<file path="config.mk">
export PLATFORM = sky130hd
export DESIGN_NAME = mmio_uart_tx
export DESIGN_NICKNAME = d
export VERILOG_FILES = /design/src/rtl/uart_pkg.sv /design/src/rtl/sync_fifo.sv /design/src/rtl/mmio_uart_tx.sv
export SDC_FILE = /design/constraint.sdc
export NUM_CORES = 1
export LEC_CHECK = 0
export ABC_AREA = 0
export CORE_ASPECT_RATIO = 1.5
export CORE_UTILIZATION = 30
export DETAILED_ROUTE_END_ITERATION = 8
export GPL_TIMING_DRIVEN = 0
export PLACE_DENSITY = 0.59
export SYNTH_ARGS = -nofsm -noshare
export SYNTH_HDL_FRONTEND = slang
export SYNTH_SLANG_ARGS = --single-unit
</file>
<file path="constraint.sdc">
create_clock -name clk -period 4 [get_ports clk]
set_input_delay 1.2 -clock clk [delete_from_list [all_inputs] [get_ports clk]]
set_output_delay 1.2 -clock clk [all_outputs]
set_load 0.02 [all_outputs]
</file>
<file path="src/rtl/uart_pkg.sv">
// rtl/uart_pkg.sv - shared types and register map for the MMIO UART transmitter
`timescale 1ns/1ps
package uart_pkg;

    typedef enum logic [1:0] {
        IDLE  = 2'd0,
        START = 2'd1,
        DATA  = 2'd2,
        STOP  = 2'd3
    } tx_state_e;

    localparam logic [1:0] OFF_TXDATA = 2'd0;
    localparam logic [1:0] OFF_STATUS = 2'd1;

    localparam int STAT_FULL      = 0;
    localparam int STAT_EMPTY     = 1;
    localparam int STAT_BUSY      = 2;
    localparam int STAT_OVF       = 3;
    localparam int STAT_COUNT_LSB = 8;

    function automatic logic [31:0] pack_status(
        input logic       full,
        input logic       empty,
        input logic       busy,
        input logic       ovf,
        input logic [7:0] count
    );
        logic [31:0] word;
        word                           = '0;
        word[STAT_FULL]                = full;
        word[STAT_EMPTY]               = empty;
        word[STAT_BUSY]                = busy;
        word[STAT_OVF]                 = ovf;
        word[STAT_COUNT_LSB +: 8]      = count;
        return word;
    endfunction

endpackage

</file>
<file path="src/rtl/sync_fifo.sv">
// rtl/sync_fifo.sv - single-clock FIFO with occupancy count, push-on-full accepted when popping
`timescale 1ns/1ps
module sync_fifo #(
    parameter int WIDTH = 8,
    parameter int DEPTH = 8,
    localparam int AW   = $clog2(DEPTH),
    localparam int CW   = AW + 1
) (
    input  logic             clk,
    input  logic             reset,
    input  logic             push,
    input  logic             pop,
    input  logic [WIDTH-1:0] wdata,
    output logic [WIDTH-1:0] rdata,
    output logic             full,
    output logic             empty,
    output logic [CW-1:0]    count
);

    logic [WIDTH-1:0] mem [DEPTH];
    logic [AW-1:0]    wr_ptr;
    logic [AW-1:0]    rd_ptr;
    logic             push_ok;
    logic             pop_ok;

    assign full    = (count == CW'(DEPTH));
    assign empty   = (count == '0);
    assign pop_ok  = pop && !empty;
    // a pop in the same cycle frees the slot, so a push on full still lands
    assign push_ok = push && (!full || pop_ok);
    assign rdata   = mem[rd_ptr];

    always_ff @(posedge clk) begin
        if (reset) begin
            wr_ptr <= '0;
            rd_ptr <= '0;
            count  <= '0;
        end else begin
            if (push_ok) begin
                wr_ptr <= wr_ptr + AW'(1);
            end
            if (pop_ok) begin
                rd_ptr <= rd_ptr + AW'(1);
            end
            case ({push_ok, pop_ok})
                2'b10:   count <= count + CW'(1);
                2'b01:   count <= count - CW'(1);
                default: count <= count;
            endcase
        end
    end

    always_ff @(posedge clk) begin
        if (push_ok) begin
            mem[wr_ptr] <= wdata;
        end
    end

endmodule

</file>
<file path="src/rtl/mmio_uart_tx.sv">
// rtl/mmio_uart_tx.sv - memory-mapped 8N1 UART transmitter on the core data-memory store port
`timescale 1ns/1ps
module mmio_uart_tx
    import uart_pkg::*;
#(
    parameter logic [31:0] BASE_ADDR    = 32'h0000_1000,
    parameter int          CLKS_PER_BIT = 16,
    parameter int          FIFO_DEPTH   = 8
) (
    input  logic        clk,
    input  logic        reset,
    input  logic        MemWrite,
    input  logic [31:0] Addr,
    input  logic [31:0] WriteData,
    output logic [31:0] RdData,
    output logic        Sel,
    output logic        tx,
    output logic        irq
);

    localparam int             BW          = $clog2(CLKS_PER_BIT);
    localparam int             FCW         = $clog2(FIFO_DEPTH) + 1;
    localparam logic [BW-1:0]  BAUD_RELOAD = BW'(CLKS_PER_BIT - 1);

    logic           hit;
    logic [1:0]     off;
    logic           push_req;
    logic           push_ok;
    logic           status_wr;
    logic           pop;
    logic [7:0]     fifo_rdata;
    logic           fifo_full;
    logic           fifo_empty;
    logic [FCW-1:0] fifo_count;
    logic           empty_next;

    tx_state_e      state, state_n;
    logic [BW-1:0]  baud_cnt, baud_n;
    logic [2:0]     bit_idx, bit_n;
    logic [7:0]     shift, shift_n;
    logic           tx_n;
    logic           ovf;
    logic           ovf_set;
    logic           ovf_clr;
    logic           busy;
    logic           unused_bits;

    assign hit       = (Addr[31:4] == BASE_ADDR[31:4]);
    assign off       = Addr[3:2];
    assign Sel       = hit;
    assign push_req  = MemWrite && hit && (off == OFF_TXDATA);
    assign status_wr = MemWrite && hit && (off == OFF_STATUS);
    assign push_ok   = push_req && (!fifo_full || pop);
    assign busy      = (state != IDLE);

    assign unused_bits = ^{Addr[1:0], WriteData[31:8]};

    sync_fifo #(
        .WIDTH (8),
        .DEPTH (FIFO_DEPTH)
    ) u_fifo (
        .clk   (clk),
        .reset (reset),
        .push  (push_req),
        .pop   (pop),
        .wdata (WriteData[7:0]),
        .rdata (fifo_rdata),
        .full  (fifo_full),
        .empty (fifo_empty),
        .count (fifo_count)
    );

    always_comb begin
        RdData = '0;
        if (hit && off == OFF_STATUS) begin
            RdData = pack_status(fifo_full, fifo_empty, busy, ovf, 8'(fifo_count));
        end
    end

    // set beats clear when both land in the same cycle
    assign ovf_set = push_req && fifo_full && !pop;
    assign ovf_clr = status_wr && WriteData[STAT_OVF];

    always_comb begin
        state_n = state;
        baud_n  = baud_cnt;
        bit_n   = bit_idx;
        shift_n = shift;
        pop     = 1'b0;
        case (state)
            IDLE: begin
                if (!fifo_empty) begin
                    pop     = 1'b1;
                    shift_n = fifo_rdata;
                    baud_n  = BAUD_RELOAD;
                    state_n = START;
                end
            end
            START: begin
                if (baud_cnt == '0) begin
                    state_n = DATA;
                    baud_n  = BAUD_RELOAD;
                    bit_n   = 3'd0;
                end else begin
                    baud_n = baud_cnt - BW'(1);
                end
            end
            DATA: begin
                if (baud_cnt == '0) begin
                    baud_n  = BAUD_RELOAD;
                    shift_n = {1'b0, shift[7:1]};
                    bit_n   = bit_idx + 3'd1;
                    if (bit_idx == 3'd7) begin
                        state_n = STOP;
                    end
                end else begin
                    baud_n = baud_cnt - BW'(1);
                end
            end
            STOP: begin
                if (baud_cnt == '0) begin
                    // chain straight into the next start bit when more data is queued
                    if (!fifo_empty) begin
                        pop     = 1'b1;
                        shift_n = fifo_rdata;
                        baud_n  = BAUD_RELOAD;
                        state_n = START;
                    end else begin
                        state_n = IDLE;
                    end
                end else begin
                    baud_n = baud_cnt - BW'(1);
                end
            end
            default: begin
                state_n = IDLE;
            end
        endcase
    end

    always_comb begin
        tx_n = 1'b1;
        case (state_n)
            START:   tx_n = 1'b0;
            DATA:    tx_n = shift_n[0];
            default: tx_n = 1'b1;
        endcase
    end

    // irq tracks the post-edge FIFO occupancy so it drops the cycle a byte lands
    assign empty_next = !push_ok && (fifo_empty || (pop && fifo_count == FCW'(1)));

    always_ff @(posedge clk) begin
        if (reset) begin
            state    <= IDLE;
            baud_cnt <= '0;
            bit_idx  <= '0;
            shift    <= '0;
            tx       <= 1'b1;
            irq      <= 1'b1;
            ovf      <= 1'b0;
        end else begin
            state    <= state_n;
            baud_cnt <= baud_n;
            bit_idx  <= bit_n;
            shift    <= shift_n;
            tx       <= tx_n;
            irq      <= (state_n == IDLE) && empty_next;
            ovf      <= ovf_set || (ovf && !ovf_clr);
        end
    end

endmodule

</file>
==> flow_summary_export.csv, run 1 <==
group,metric,value,unit
status,status,"completed",
route,wire_per_inst,15.74,um
power,power_frac_seq,0.408,
sta,post-route-period-util,0.9712,
sta,worst_pin_slew,941.4,ps
flow_run,maxCapViolCount,0,
global_route,overflow,0,
logic_synthesis,yosys_warnings,0,
worst_setup_path,worst_ep_required_time,2800,ps
global_route,track_usage,0.1393,
place,routabilityCongestion,0.8104,
cts,htreeDepth,3,
place,post_dp_cell_area,5470,um^2
logic_synthesis,async_flop_share,0,
route,ant_nets,0,
sta,setup_tns,0,ps
route,vias,3113,
logic_synthesis,yosysTopAreaCellShare,0.4199,
cts,clock_latency,340,ps
power,pwr-share-clk,0.285,
power,power_density,501.1,nW/um^2
power,combPwrFrac,0.308,
sta,rsz0062_at_grt,"no",
power,power_switching,0.9734,mW
power,swShare,0.3315,
logic_synthesis,ys.flop_type,"edfxtp_1",
sta,slew_viol_final,0,
worst_setup_path,worstPathArrival,2680,ps
logic_synthesis,ys_ff_latch,97,
sta,clock_skew,7.628,ps
global_route,grt_max_degree,19,
logic_synthesis,yosysTopAreaCell,"edfxtp_1",
die,fp.dieW,102.9,um
route,viasPerCell,4.760,
die,die_area,15760,um^2
power,p_leak,2.206,nW
sta,fin_ws,115.1,ps
global_route,grt_pass1_vias,3209,
route,dr.pass1.iters,4,
power,p_int,1.963,mW
logic_synthesis,syn-cell-area,4577,um^2
logic_synthesis,ys_top_cells_by_area,"edfxtp_1 (42%), dfxtp_1 (14%), mux4_2 (6.9%)",
route,post-route-drc-count,0,
sta,max_freq,0.2574,GHz
sta,timing.final.crit_period,3885,ps
worst_setup_path,start_kind,"input pin",
global_route,antenna_found_initial,0,
cts,cts_root_buf,"clkbuf_16",
worst_setup_path,crit_type,"input pin to primary output",
sta,hold_violations,0,
finish,finalInstanceArea,5859,um^2
finish,layout_commonest_cell,"edfxtp_1",
die,ioPinCount,102,
logic_synthesis,synth-edff-count,64,
place,hpwl,7433,um
global_route,grt_pass1_wl,16440,um
hold_path,hold_class,"flip-flop to flip-flop",
cts,cts_buffer_depth,2,
finish,layout-drive-gt1-share,0.2358,
die,start_util,0.3107,
route,drt_iter0_markers,108,
sta,setup-violations-final,0,
logic_synthesis,ys_seq_area_frac,0.5642,
logic_synthesis,avgSynthCellArea,12.71,um^2
die,row_count,54,
sta,timing.slew.headroom,0.3701,
logic_synthesis,synthDistinctLibCells,59,
logic_synthesis,syn-instance-count,360,
die,die_y,153.3,um
cts,cts.clk_slew.worst_paths,70,ps
place,portBuffers,50,
worst_setup_path,end_kind,"primary output",
die,core_area,14730,um^2
cts,cts_sinks,97,
cts,cts_tree,"yes",
sta,hold_ws,471.4,ps
finish,final_cell_mix,"edfxtp_1 (64), buf_4 (36), dfxtp_1 (33), nor2_1 (30), conb_1 (24)",
finish,nets,534,
worst_setup_path,critPathMaxFanout,5,
finish,antenna_cells,0,
power,irDropWorstVdd,0.2261,mV
route,drt_wl_total,10290,um
place,place_ws,-917.5,ps
cts,cts_buffers,9,
finish,area_growth_syn_to_layout,28.02,%
==> power groups by stage <==
| stage | clock network, mW | registers (mW) | logic, mW |
|---|---|---|---|
| 2_1_floorplan | 0 | 1.21 | 0.656 |
| 3_3_place_gp | 0 | 1.22 | 0.894 |
| 3_5_place_dp | 0 | 1.22 | 0.910 |
| 4_1_cts | 0.853 | 1.20 | 0.912 |
| 5_1_grt | 0.895 | 1.21 | 1.00 |
| 6_report | 0.836 | 1.20 | 0.904 |
==> cell usage after synthesis, drive strengths merged (3+ instances only) <==
cell,n
nor3b,7
inv,7
mux2i,13
edfxtp,64
nand3,3
mux4,14
nor3,8
o21ai,16
nand4,6
nor2,30
a31oi,5
nor4,8
or3,3
clkbuf,8
nor4b,3
nor2b,5
dfxtp,33
nand2,17
a21oi,16
ha,14
a22o,6
xnor2,3
and3,4
buf,33
==> cell families (layout without fill, tap and decap cells) <==
family / count (synthesis) / in the layout / share of synthesized area
compound gates: 64 / 64 / 0.09240
xor+xnor: 5 / 5 / 0.009570
flops: 97 / 97 / 0.5642
fa+ha+maj: 14 / 14 / 0.03827
buf+inv: 48 / 123 / 0.06233
other cells: 1 / 24 / 0.0008193
simple gates: 103 / 103 / 0.1326
mux: 28 / 28 / 0.09978
==> layer usage <==
metal | GRT usage | vias to the layer above | share of wire
li1 | - | 1505 | -
met1 | 0.1464 | 1539 | 0.39
met2 | 0.2625 | 59 | 0.57
met3 | 0.02743 | 10 | 0.022
met4 | 0.05500 | 0 | 0.018
met5 | 0 | - | 0
==> cell type report <==
class,count,area [um^2]
Inverter,7,26.28
Clock buffer,9,225.2
Clock inverter,7,60.06
Fill cell,1440,8870
Timing Repair Buffer,59,575.6
Multi-Input combinational cell,238,1886
Buffer,41,259.0
Sequential cell,97,2582
Tap cell,196,245.2
==> timing repair <==
| item | CTS | global route |
|---|---|---|
| hold buffers | 0 | 0 |
| pin swaps | 9 | 11 |
| setup buffers | 4 | 1 |
| gates resized for setup | 55 | 25 |
| endpoints found under the setup margin | 9 | 9 |
==> metrics by stage <==
step                      utilization  instances  power, mW
after floorplan                     -        383      1.871
after global placement         0.3672        629      2.111
after detailed placement       0.3714        633      2.129
after CTS                      0.3915        653      2.962
after global routing           0.3978        654      3.106
final                          0.3978        654      2.936
==> sequential cells by signal (all words and copies together) (netlist names), named ones only <==
name and cells:
shift 8, baud_cnt 4, irq 1, u_fifo.rd_ptr 3, u_fifo.count 4, tx 1, ovf 1, state 2
u_fifo.wr_ptr 3, u_fifo.mem 64, bit_idx 3
==> worst max-delay path: stages <==
cell and delay (ps):
clkdlybuf4s50_1 410, nor4_2 170, nand3_2 160, nor3_4 290, nand2_2 130, nor3_2 170, buf_4 160
==> worst paths after layout <==
check | from | endpoint | slack [ps] | cells after the start
setup / recovery | Addr[4] | RdData[0] | 120 | 7
setup reg to reg | state[0] | u_fifo.mem[1][5] | 690 | 7
hold reg to reg | bit_idx[1] | bit_idx[1] | 470 | 2
hold / removal | bit_idx[1] | bit_idx[1] | 470 | 2
Power figures use the tool's default switching activity.
==> inputs of run 2 (changes only) <==
- ABC_AREA: 0 -> 1
- CORE_UTILIZATION: 30 -> 51
- PLACE_DENSITY: 0.59 -> 0.87
==> flow_summary_export.csv, run 2 <==
group,metric,value,unit
sta,timing.final.crit_period,3851,ps
cts,cts_root_buf,"clkbuf_16",
cts,cts_buffers,9,
global_route,antenna_found_initial,0,
logic_synthesis,ys_seq_area_frac,0.5463,
die,row_count,42,
route,dr.pass1.iters,7,
logic_synthesis,muxShareOfSynthArea,0,
global_route,grt_max_degree,16,
route,drt_iter0_markers,321,
worst_setup_path,worst_ep_required_time,2800,ps
power,irDropWorstVdd,0.4598,mV
worst_setup_path,r2r_cells,9,
finish,final_cell_mix,"nor2_1 (90), nand2_1 (86), edfxtp_1 (64), nand3_1 (45)",
die,start_util,0.5291,
logic_synthesis,synth_most_common_cell,"nor2_1",
cts,cts_sinks,97,
logic_synthesis,synth_top_family_by_area,"simple AND/OR/NAND/NOR gates",
route,vias,3881,
logic_synthesis,yosys_warnings,0,
die,fp.dieW,80.61,um
cts,clock_latency,340,ps
worst_setup_path,worstPathArrival,2650,ps
logic_synthesis,synth_xor_area_frac,0.007411,
place,routabilityCongestion,0.9489,
finish,layout-drive-gt1-share,0.1099,
logic_synthesis,synthDistinctLibCells,34,
place,hpwl,7786,um
logic_synthesis,synthAdderAreaFrac,0.03706,
place,portBuffers,51,
flow_run,maxCapViolCount,0,
global_route,use_met2,0.4375,
cts,cts.clk_slew.worst_paths,60,ps
logic_synthesis,avgSynthCellArea,8.936,um^2
logic_synthesis,syn-instance-count,529,
logic_synthesis,ys_top_cells_by_area,"edfxtp_1 (41%), dfxtp_1 (14%), nor2_1 (7.1%)",
finish,antenna_cells,0,
global_route,grt_use_met3,0.04335,
place,place_ws,-375.3,ps
finish,seqCellArea,2582,um^2
cts,htreeDepth,3,
sta,setup-violations-final,0,
logic_synthesis,synth_compound_area_frac,0.09952,
worst_setup_path,reg2reg_slack,1050,ps
finish,nFillCells,750,
logic_synthesis,yosysTopAreaCell,"edfxtp_1",
power,power_density,527.3,nW/um^2
die,ioPinCount,102,
sta,slew_viol_final,0,
logic_synthesis,synthSimpleGateAreaFrac,0.2194,
worst_setup_path,end_kind,"primary output",
die,core_area,8934,um^2
route,wire_per_inst,14.80,um
logic_synthesis,ys.flop_type,"edfxtp_1",
sta,worst_pin_slew,1318,ps
sta,timing.slew.headroom,0.1144,
worst_setup_path,crit_type,"input pin to primary output",
die,die_y,119.9,um
hold_path,worstHoldStart,"u_fifo.rd_ptr[2]",
cts,cts_tree,"yes",
route,ant_nets,0,
finish,reg.largest.list,"u_fifo.mem: 64 flops, shift: 8 flops",
cts,postCtsSetupRepairBufs,0,
worst_setup_path,rr_endpoint,"u_fifo.mem[7][1]",
sta,fin_ws,149.4,ps
place,post_dp_cell_area,5461,um^2
global_route,track_usage,0.2452,
finish,layout_commonest_cell,"nor2_1",
global_route,overflow,0,
worst_setup_path,start_kind,"input pin",
sta,hold_ws,471.3,ps
power,p_leak,2.293,nW
logic_synthesis,synth-edff-count,64,
die,die_area,9665,um^2
global_route,grt_pass1_wl,17580,um
logic_synthesis,syn-cell-area,4727,um^2
route,viasPerCell,5.324,
finish,finalInstanceArea,5710,um^2
sta,post-route-period-util,0.9627,
hold_path,hold_class,"flip-flop to flip-flop",
logic_synthesis,synthTopCellsByCount,"nor2_1 (90), nand2_1 (87), edfxtp_1 (64)",
cts,ctsHoldBuffers,0,
route,post-route-drc-count,0,
logic_synthesis,async_flop_share,0,
sta,hold_violations,0,
global_route,use_met1,0.2735,
worst_setup_path,critPathMaxFanout,9,
worst_setup_path,reg2reg_from,"u_fifo.count[0]",
finish,area_growth_syn_to_layout,20.80,%
status,status,"completed",
logic_synthesis,yosysTopAreaCellShare,0.4066,
sta,clock_skew,10.03,ps
hold_path,whs_path_depth,2,
sta,max_freq,0.2597,GHz
cts,cts_buffer_depth,2,
power,fin_total_pwr,3.011,mW
finish,max_flop_register,"u_fifo.mem",
sta,rsz0062_at_grt,"no",
logic_synthesis,ys_ff_latch,97,
route,drt_wl_total,10790,um
finish,nets,695,
finish,largest_reg_flops,64,
global_route,top_usage_layer,"met2",
finish,multiInputGateArea,1821,um^2
global_route,grt_pass1_vias,3772,
==> run 2: worst max path at each step <==
| stage | start | endpoint | slack, ps |
|---|---|---|---|
| after global routing | Addr[13] | RdData[0] | 40 |
| after detailed placement | Addr[13] | RdData[0] | -380 |
| after CTS | Addr[9] | RdData[0] | 1 |
| after floorplan | Addr[11] | RdData[0] | 310 |
| final | Addr[9] | RdData[0] | 150 |
| after global placement | Addr[11] | RdData[0] | -340 |
==> run 2: area by class of cell <==
class,count,share of cell area
well taps,110,0.02410
plain buffers,39,0.04382
flip-flops and latches,97,0.4522
repair buffers,51,0.08282
inverters,46,0.03024
clock inverters,3,0.002848
clock buffers,13,0.04514
multi-input cells,370,0.3188
==> run 2: cell families after synthesis <==
group / count (synthesis)
other cells: 1
xor+xnor: 4
simple gates: 242
fa+ha+maj: 14
compound gates: 86
buf+inv: 85
flops: 97
==> run 2: worst max-delay path, cell delays in order <==
cell and delay, ps:
clkdlybuf4s50_1 410, nor2_1 100, nand2_1 50, nor2_1 110, nand2_1 90, nor2_2 180, nand2_2 150, nor3_1 160
clkbuf_2 200
==> run 2: per-stage QoR <==
stage / utilization / cells / setup TNS, ps
finish: 0.6392 / 729 / 0
global route: 0.6392 / 729 / 0
CTS: 0.6413 / 729 / 0
detailed placement: 0.6113 / 713 / -2675
global placement: 0.6113 / 713 / -2246
floorplan: - / 552 / 0
==> run 2: layer usage <==
layer	routed length, um	vias to the layer above	share of wire
met2	5852	153	0.54
li1	-	1904	-
met4	246	0	0.023
met1	4102	1801	0.38
met3	587	23	0.054
met5	0	-	0
==> run 2: repair_timing <==
item                                    4_1_cts  5_1_grt
resized for setup                            10       17
endpoints found under the setup margin        8        9
hold endpoints to repair                      0        0
pin swaps                                     0        0
==> run 2: where the power goes <==
part	internal, mW	switching [mW]
clock	0.451	0.342
combinational	0.348	0.678
sequential	1.14	0.0542
==> inputs of run 3 (changes only) <==
- CORE_ASPECT_RATIO: 1.5 -> default
- CORE_MARGIN: default -> 2
==> flow_summary_export.csv, run 3 (synthesized netlist as in run 2, its figures left out) <==
group,metric,value,unit
route,post-route-drc-count,0,
worst_setup_path,critPathMaxFanout,9,
worst_setup_path,worst_path_most_repeated_cell,"nor2_1",
sta,post-route-period-util,0.9409,
cts,cts_tree,"yes",
worst_setup_path,worstPathArrival,2560,ps
finish,reg.largest.list,"u_fifo.mem: 64 flops, shift: 8 flops",
worst_setup_path,cp_cell_sequence,"clkdlybuf4s50_1 -> nor2_1 -> nand2_1 -> nor2_1 -> nand2_1 -> nor2_4 -> nand2_4 -> nor2_1 -> clkbuf_2",
die,ioPinCount,102,
place,dp_cells,714,
global_route,grt_pass1_vias,3795,
place,place_ws,-399.9,ps
route,drt_wl_total,10500,um
global_route,grt_max_degree,19,
global_route,overflow,0,
worst_setup_path,rr_endpoint,"u_fifo.mem[3][0]",
cts,htreeDepth,3,
global_route,grt_pass1_wl,17110,um
place,hpwl,7411,um
sta,hold_violations,0,
status,status,"completed",
die,row_count,35,
finish,area_growth_syn_to_layout,19.16,%
die,die_y,100.3,um
finish,stdcell_count,730,
power,power_density,499.7,nW/um^2
worst_setup_path,r2r_cells,9,
worst_setup_path,reg2reg_from,"u_fifo.count[0]",
worst_setup_path,path_buf_inv,2,
hold_path,hold_class,"flip-flop to flip-flop",
die,fp.dieW,100.3,um
power,irDropWorstVdd,0.2228,mV
place,routabilityCongestion,0.9084,
cts,clock_latency,370,ps
worst_setup_path,end_kind,"primary output",
worst_setup_path,reg2reg_slack,1070,ps
finish,max_flop_register,"u_fifo.mem",
die,die_area,10060,um^2
worst_setup_path,crit_family,"simple AND/OR/NAND/NOR gates",
sta,setup-violations-final,0,
cts,cts_buffer_depth,2,
worst_setup_path,slowest_stage,"clkdlybuf4s50_1",
die,start_util,0.5190,
route,dr.pass1.iters,6,
hold_path,whs_path_depth,2,
finish,nets,695,
finish,largest_reg_flops,64,
global_route,antenna_found_initial,0,
cts,cts_buffers,9,
sta,clock_skew,13.54,ps
global_route,track_usage,0.2182,
route,ant_nets,0,
worst_setup_path,critPathMaxStageDelay,400,ps
route,drt_iter0_markers,443,
worst_setup_path,crit_type,"input pin to primary output",
finish,layout_commonest_cell,"nor2_1",
cts,cts_sinks,97,
sta,timing.final.crit_period,3764,ps
sta,worst_pin_slew,1292,ps
sta,max_freq,0.2657,GHz
finish,antenna_cells,0,
route,viasPerCell,5.330,
place,portBuffers,51,
hold_path,worstHoldStart,"bit_idx[1]",
cts,cts.clk_slew.worst_paths,100,ps
cts,cts_root_buf,"clkbuf_8",
hold_path,min_to,"bit_idx[1]",
die,core_area,9109,um^2
route,wire_per_inst,14.38,um
cts,ctsHoldBuffers,0,
sta,rsz0062_at_grt,"no",
worst_setup_path,worst_ep_required_time,2800,ps
sta,slew_viol_final,0,
flow_run,maxCapViolCount,0,
route,vias,3891,
finish,layout-drive-gt1-share,0.1115,
finish,final_cell_mix,"nor2_1 (90), nand2_1 (86), edfxtp_1 (64), nand3_1 (45)",
sta,fin_ws,236.5,ps
power,p_leak,2.243,nW
worst_setup_path,start_kind,"input pin",
sta,timing.slew.headroom,0.1319,
-- run 3: cell types whose count changed in the layout (fill, tap and decap cells not counted), moves of 2 or more --
cell | before | now
clkinv_2 | 2 | 0
inv_8 | 0 | 2
clkbuf_8 | 1 | 9
clkbuf_4 | 2 | 0
inv_6 | 0 | 2
clkbuf_16 | 9 | 0
-- run 3: repair_timing --
action,CTS,global route
setup buffers,0,0
setup endpoints to repair,8,8
gates resized for setup,15,16
-- run 3: worst max path at each step --
stage	to	startpoint	slack, ps	cells past startpoint
after floorplan	RdData[0]	Addr[11]	310	7
after global placement	RdData[0]	Addr[10]	-380	9
after detailed placement	RdData[0]	Addr[9]	-400	9
after CTS	RdData[10]	Addr[9]	8	9
after global routing	RdData[8]	Addr[9]	90	9
final	RdData[1]	Addr[9]	240	9
-- run 3: where the power goes --
group	internal (mW)	leakage, nW	total (mW)	switching (mW)
Combinational	0.348	1.31	1.02	0.675
Sequential	1.14	0.843	1.19	0.0529
Clock	0.241	0.0913	0.602	0.361
-- run 3: tightest hold or removal path: stages (launching register included) --
cell and delay, ps:
dfxtp_1 330, nand2_1 60, a21oi_1 60
-- run 3: through the flow --
| stage | utilization | power [mW] | TNS (ps) | hold WS [ps] | cell area (um^2) |
|---|---|---|---|---|---|
| after CTS | 0.6195 | 2.803 | 0 | 487.7 | 5643 |
| after global routing | 0.6184 | 2.995 | 0 | 516.9 | 5633 |
| final | 0.6184 | 2.815 | 0 | 486.4 | 5633 |
| after detailed placement | 0.5997 | 2.217 | -2781 | 462.4 | 5463 |
| after global placement | 0.5997 | 2.178 | -2512 | 451.5 | 5463 |
| after floorplan | - | 1.935 | 0 | 433.4 | 4813 |
-- run 3: area by class of cell --
cell class / count / area [um^2]
fill: 755 / 3476
sequential: 97 / 2582
multi-input combinational: 370 / 1836
timing repair buffer: 51 / 469.2
buffer: 39 / 250.2
inverter: 46 / 172.7
tap: 111 / 138.9
clock buffer: 10 / 127.6
clock inverter: 6 / 56.30
-- run 3: per-layer routing --
| layer | up-vias | wire (um) | track usage |
|---|---|---|---|
| met2 | 228 | 5165 | 0.3588 |
| met3 | 22 | 886 | 0.04457 |
| met4 | 0 | 220 | 0.1022 |
| li1 | 1899 | - | - |
| met1 | 1742 | 4227 | 0.2775 |
| met5 | - | 0 | 0 |
